[src/rtl/sys_arr.sv]
// sys_arr: weight-stationary N x N systolic MAC array; define SYS_ARR_SAT_EN for saturating adds
module sys_arr_pe (
  input  logic               clk,
  input  logic               reset,
  input  logic               active,
  input  logic               wwrite,
  input  logic signed [7:0]  w_in,
  input  logic signed [7:0]  d_in,
  input  logic signed [15:0] s_in,
  output logic signed [7:0]  w,
  output logic signed [7:0]  d,
  output logic signed [15:0] s
);
  logic signed [15:0] prod;
  logic signed [15:0] mac;
  assign prod = 16'(d_in) * 16'(w);
`ifdef SYS_ARR_SAT_EN
  logic signed [16:0] sum;
  assign sum = 17'(s_in) + 17'(prod);
  assign mac = (sum[16] != sum[15]) ? (sum[16] ? 16'sh8000 : 16'sh7fff) : sum[15:0];
`else
  assign mac = s_in + prod;
`endif
  always_ff @(posedge clk) begin
    if (reset) begin
      w <= '0;
      d <= '0;
      s <= '0;
    end else begin
      if (wwrite) w <= w_in;
      d <= d_in;
      s <= active ? mac : s_in;
    end
  end
endmodule

module sys_arr #(
  parameter int width_height = 4
) (
  input  logic                       clk,
  input  logic                       reset,
  input  logic                       active,
  input  logic [8*width_height-1:0]  datain,
  input  logic [8*width_height-1:0]  win,
  input  logic [16*width_height-1:0] sumin,
  input  logic [width_height-1:0]    wwrite,
  output logic [16*width_height-1:0] maccout,
  output logic [8*width_height-1:0]  wout,
  output logic [width_height-1:0]    wwriteout,
  output logic [width_height-1:0]    activeout,
  output logic [8*width_height-1:0]  dataout
);
  localparam int N = width_height;
  logic signed [7:0]  w_q [N][N];
  logic signed [7:0]  d_q [N][N];
  logic signed [15:0] s_q [N][N];
  logic [N-1:0] act_sr;
  always_ff @(posedge clk) begin
    if (reset) begin
      act_sr    <= '0;
      wwriteout <= '0;
    end else begin
      act_sr    <= {act_sr[N-2:0], active};
      wwriteout <= wwrite;
    end
  end
  assign activeout = {N{act_sr[N-1]}};
  genvar r, c;
  generate
    for (r = 0; r < N; r++) begin : g_row
      for (c = 0; c < N; c++) begin : g_col
        logic signed [7:0]  wi;
        logic signed [7:0]  di;
        logic signed [15:0] si;
        if (r == 0) begin : g_top
          assign wi = win[8*c+:8];
          assign si = sumin[16*c+:16];
        end else begin : g_below
          assign wi = w_q[r-1][c];
          assign si = s_q[r-1][c];
        end
        if (c == 0) begin : g_left
          assign di = datain[8*r+:8];
        end else begin : g_right
          assign di = d_q[r][c-1];
        end
        sys_arr_pe u_pe (
          .clk    (clk),
          .reset  (reset),
          .active (active),
          .wwrite (wwrite[c]),
          .w_in   (wi),
          .d_in   (di),
          .s_in   (si),
          .w      (w_q[r][c]),
          .d      (d_q[r][c]),
          .s      (s_q[r][c])
        );
      end
    end
    for (c = 0; c < N; c++) begin : g_out
      assign maccout[16*c+:16] = s_q[N-1][c];
      assign wout[8*c+:8]      = w_q[N-1][c];
      assign dataout[8*c+:8]   = d_q[c][N-1];
    end
  endgenerate
endmodule

[config.mk]
export PLATFORM = sky130hd
export DESIGN_NAME = sys_arr
export DESIGN_NICKNAME = d
export VERILOG_FILES = /design/src/rtl/sys_arr.sv
export SDC_FILE = /design/constraint.sdc
export NUM_CORES = 2
export LEC_CHECK = 0
export CORE_MARGIN = 3
export CORE_UTILIZATION = 29
export DETAILED_ROUTE_END_ITERATION = 12
export DONT_BUFFER_PORTS = 1
export REMOVE_ABC_BUFFERS = 1
export SLEW_MARGIN = 10
export SYNTH_ARGS = -nofsm -noshare
export SYNTH_HDL_FRONTEND = slang
export SYNTH_SLANG_ARGS = --single-unit
[constraint.sdc]
create_clock -name clk -period 9.9 [get_ports clk]
set_clock_uncertainty 0.15 [all_clocks]
set_input_delay 2.475 -clock clk [delete_from_list [all_inputs] [get_ports clk]]
set_output_delay 2.475 -clock clk [all_outputs]
set_load 0.02 [all_outputs]
==> results.yml <==
clock_network:
  cts_made_buffers: 66
  htree_levels: 3
  path_clk_slew_ps: 60
  ctsHoldBuffers: 0
  clk_path_buf_depth: 3
  cts_root_buffer: "clkbuf_16"
  clock_latency_ps: 680
  cts_tree: "done"
  cts_sinks: 520
  cts_resized: 0
  post-cts-setup-buffer-count: 0
placement:
  port_buffers: 0
  placedCellCount: 9134
  routabilityCongestion: 0.8416
  dp_hpwl_mm: 124.8
setup_path:
  worstPathMaxFanout: 9
  critPathKind: "input pin to register"
  r2r_setup_slack_ps: 3550
  reg2reg_from: "g_row[3].g_col[2].u_pe.w[0]$_SDFFE_PP0P_"
  critPathSlowestCell: "fa_1"
  path_cells: "and2_1, inv_1, fa_1, inv_1, fa_1, fa_1, fa_1, fa_1, ha_1, o21ai_1, o21a_1, or3_1, and3_1, or4_1, a21o_1, a21oi_2"
  endpoint_kind: "register"
  cp-start-kind: "input pin"
  rr_worst_depth: 16
  arrival_ps: 7550
  max_stage_delay_ps: 560
  required_ps: 10260
  cpMostUsedCell: "fa_1"
  worstReg2RegEnd: "g_row[3].g_col[2].u_pe.s[15]$_SDFF_PP0_"
die:
  fp.dieW_um: 474.5
  rows: 171
  initial_core_util_pct: 29.25
  core_area_mm2: 0.2176
  die_h_um: 474.5
  dieArea_mm2: 0.2251
  ios: 271
synth:
  synthCells: 6514
  yosys_warnings: 0
  ys.flop_type: "dfxtp_1"
  synth.avg_cell_area_um2: 9.771
  ys_seq_elements: 520
  async_reset_ff_share_pct: 0
  synth_edf_count: 0
  seq_area_frac_synth_pct: 16.35
  synth.distinct_cells: 54
  netlist_area_mm2: 0.06365
global_route:
  grt_start_max_net_pins: 552
  grt_usage_pct: 14.22
  grt_pass1_vias: 45350
  grt_pass1_wl_mm: 253.8
  grt_overflow: 0
  antenna_found_initial: 15
detailed_routing:
  wl_per_cell_um: 16.89
  vias: 42320
  drt_first_pass_iters: 7
  routed-wl-met2_mm: 76.71
  met3_length_mm: 11.69
  postRouteAntennaNets: 0
  drt-met1-wl_mm: 64.65
  first_iter_violations: 1743
  top_layer_used: "met5"
  drc: 0
  avgViaCountPerCell: 4.572
  drt_wl_total_mm: 156.3
outcome:
  violations: "max-slew violations"
  status: "finished, violations left"
layout:
  drive_above_1_share_pct: 2.158
  finalNonFillerCells: 9257
  areaGrowthSynthToFinish_pct: 7.784
  seqCellArea_mm2: 0.01041
  fin_nets: 8211
  nFillCells: 22430
  multi_input_area_mm2: 0.04799
sta:
  timing.fmax_mhz: 139.3
  maxSlewViolCount: 462
  slew-limit-headroom_pct: -174.3
  fin_crit_sh_pct: 72.53
  period_minus_slack_ps: 7181
  setup_violations: 0
  hold_viol: 0
  grt_setup_unrepaired: "no"
  setup_tns_ps: 0
  worst_pin_slew_ps: 4115
run:
  max_cap_violations: 0
power_and_ir_drop:
  p_comb_share_pct: 29.4
  power_switching_mw: 2.454
  power_density_mw_per_mm2: 105.0
  p_int_mw: 4.750
  switching_share_pct: 34.07
  power.share.clock_pct: 35.3
  seqPwrFrac_pct: 35.3
  finalPower_mw: 7.205
  ir_worst_vdd_v: 0.0001554
  power_leakage_nw: 34.71
min_path:
  hold_end: "act_sr[1]$_SDFF_PP0_"
  holdPathStages: 1
  hold_path.class: "register to register"
  min_from: "act_sr[0]$_SDFF_PP0_"
==> synthesized netlist by cell type, types with 46 or more instances <==
library cell | n | share of area [%]
a211oi_1 | 48 | 0.57
a21o_1 | 57 | 0.67
a21oi_1 | 124 | 0.98
and2_1 | 512 | 5.0
clkbuf_1 | 204 | 1.2
dfxtp_1 | 520 | 16
fa_1 | 1136 | 36
ha_1 | 592 | 12
inv_1 | 1159 | 6.8
mux2i_1 | 298 | 4.7
nand2_1 | 479 | 2.8
nor2_1 | 419 | 2.5
nor2b_1 | 243 | 2.4
xnor2_1 | 213 | 2.9
xor2_1 | 46 | 0.63
==> kinds of logic (layout without fill, tap and decap cells) <==
group / after synthesis / count (layout) / share of synthesized area [%]
compound gates: 454 / 454 / 4.838
xor+xnor: 259 / 259 / 3.564
fa+ha+maj: 1728 / 1728 / 47.37
buf+inv: 1396 / 1277 / 8.256
flops: 520 / 520 / 16.35
mux: 320 / 320 / 5.075
other cells: 0 / 8 / 0
simple gates: 1837 / 1837 / 14.55
==> flip-flops by register name, summed over array words and instances (netlist names) <==
signal	flops
g_row.g_col.u_pe.w	128
wwriteout	4
act_sr	4
g_row.g_col.u_pe.s	256
g_row.g_col.u_pe.d	128
==> critical path, delay by kind of cell <==
| family | cells | cell delay (ps) |
|---|---|---|
| AO/OA/AOI/OAI | 4 | 640 |
| adder cells (fa/ha/maj) | 6 | 2710 |
| buffers and inverters | 2 | 180 |
| AND/OR/NAND/NOR | 4 | 1540 |
==> worst max path at each step <==
stage | cells past startpoint | slack, ps | startpoint | end
CTS | 16 | 2820 | datain[23] | g_row[2].g_col[0].u_pe.s[15]$_SDFF_PP0_
global route | 16 | 2570 | datain[23] | g_row[2].g_col[0].u_pe.s[15]$_SDFF_PP0_
finish | 16 | 2720 | datain[23] | g_row[2].g_col[0].u_pe.s[15]$_SDFF_PP0_
global placement | 16 | 2140 | datain[23] | g_row[2].g_col[0].u_pe.s[15]$_SDFF_PP0_
detailed placement | 16 | 2080 | datain[23] | g_row[2].g_col[0].u_pe.s[15]$_SDFF_PP0_
floorplan | 16 | 2420 | datain[7] | g_row[0].g_col[0].u_pe.s[15]$_SDFF_PP0_
==> power groups by stage <==
stage	logic (mW)	registers, mW	clock network, mW
global route	2.47	2.57	2.73
floorplan	1.74	2.44	0
finish	2.12	2.54	2.54
detailed placement	2.14	2.60	0
CTS	2.16	2.56	2.65
global placement	2.06	2.61	0
==> metrics by stage <==
stage | util (%) | setup WS [ps] | hold WS [ps] | instance area, um2
2_1_floorplan | - | 2422 | 263.8 | 62750
4_1_cts | 31.52 | 2819 | 284.5 | 68590
3_5_place_dp | 30.49 | 2077 | 284.2 | 66350
3_3_place_gp | 30.49 | 2136 | 272.2 | 66350
6_report | 31.53 | 2719 | 287.3 | 68610
5_1_grt | 31.52 | 2574 | 311.0 | 68590
==> per-layer routing <==
layer	vias to the layer above	global-route usage, %
li1	19720	-
met1	21690	17.76
met2	718	24.08
met3	175	4.369
met4	16	3.075
met5	-	0
==> layout by cell type, fill, tap and decap left out, drive strengths merged, types with 14 or more instances in the layout <==
cell type and instances:
o21ai 64, and2 512, dfxtp 520, a21o 57, nand2 479, nand3 38, clkbuf 84, a21oi 127
nor2 419, fa 1136, mux2 22, mux2i 298, ha 592, a311o 18, o21a 33, nand2b 25
nand4b 14, xnor2 213, and4 15, nor4 15, inv 1165, o21bai 29, xor2 46, o21ba 16
nor3 36, nor2b 243, a211oi 51
==> area by class of cell <==
type	count	share of cell area (%)
multi-input cells	4598	69.95
repair buffers	3	0.03283
inverters	1159	6.350
diodes	8	0.02918
flip-flops and latches	520	15.17
clock inverters	31	0.6347
clock buffers	84	2.623
well taps	2854	5.205
(Power assumes the default switching activity.)
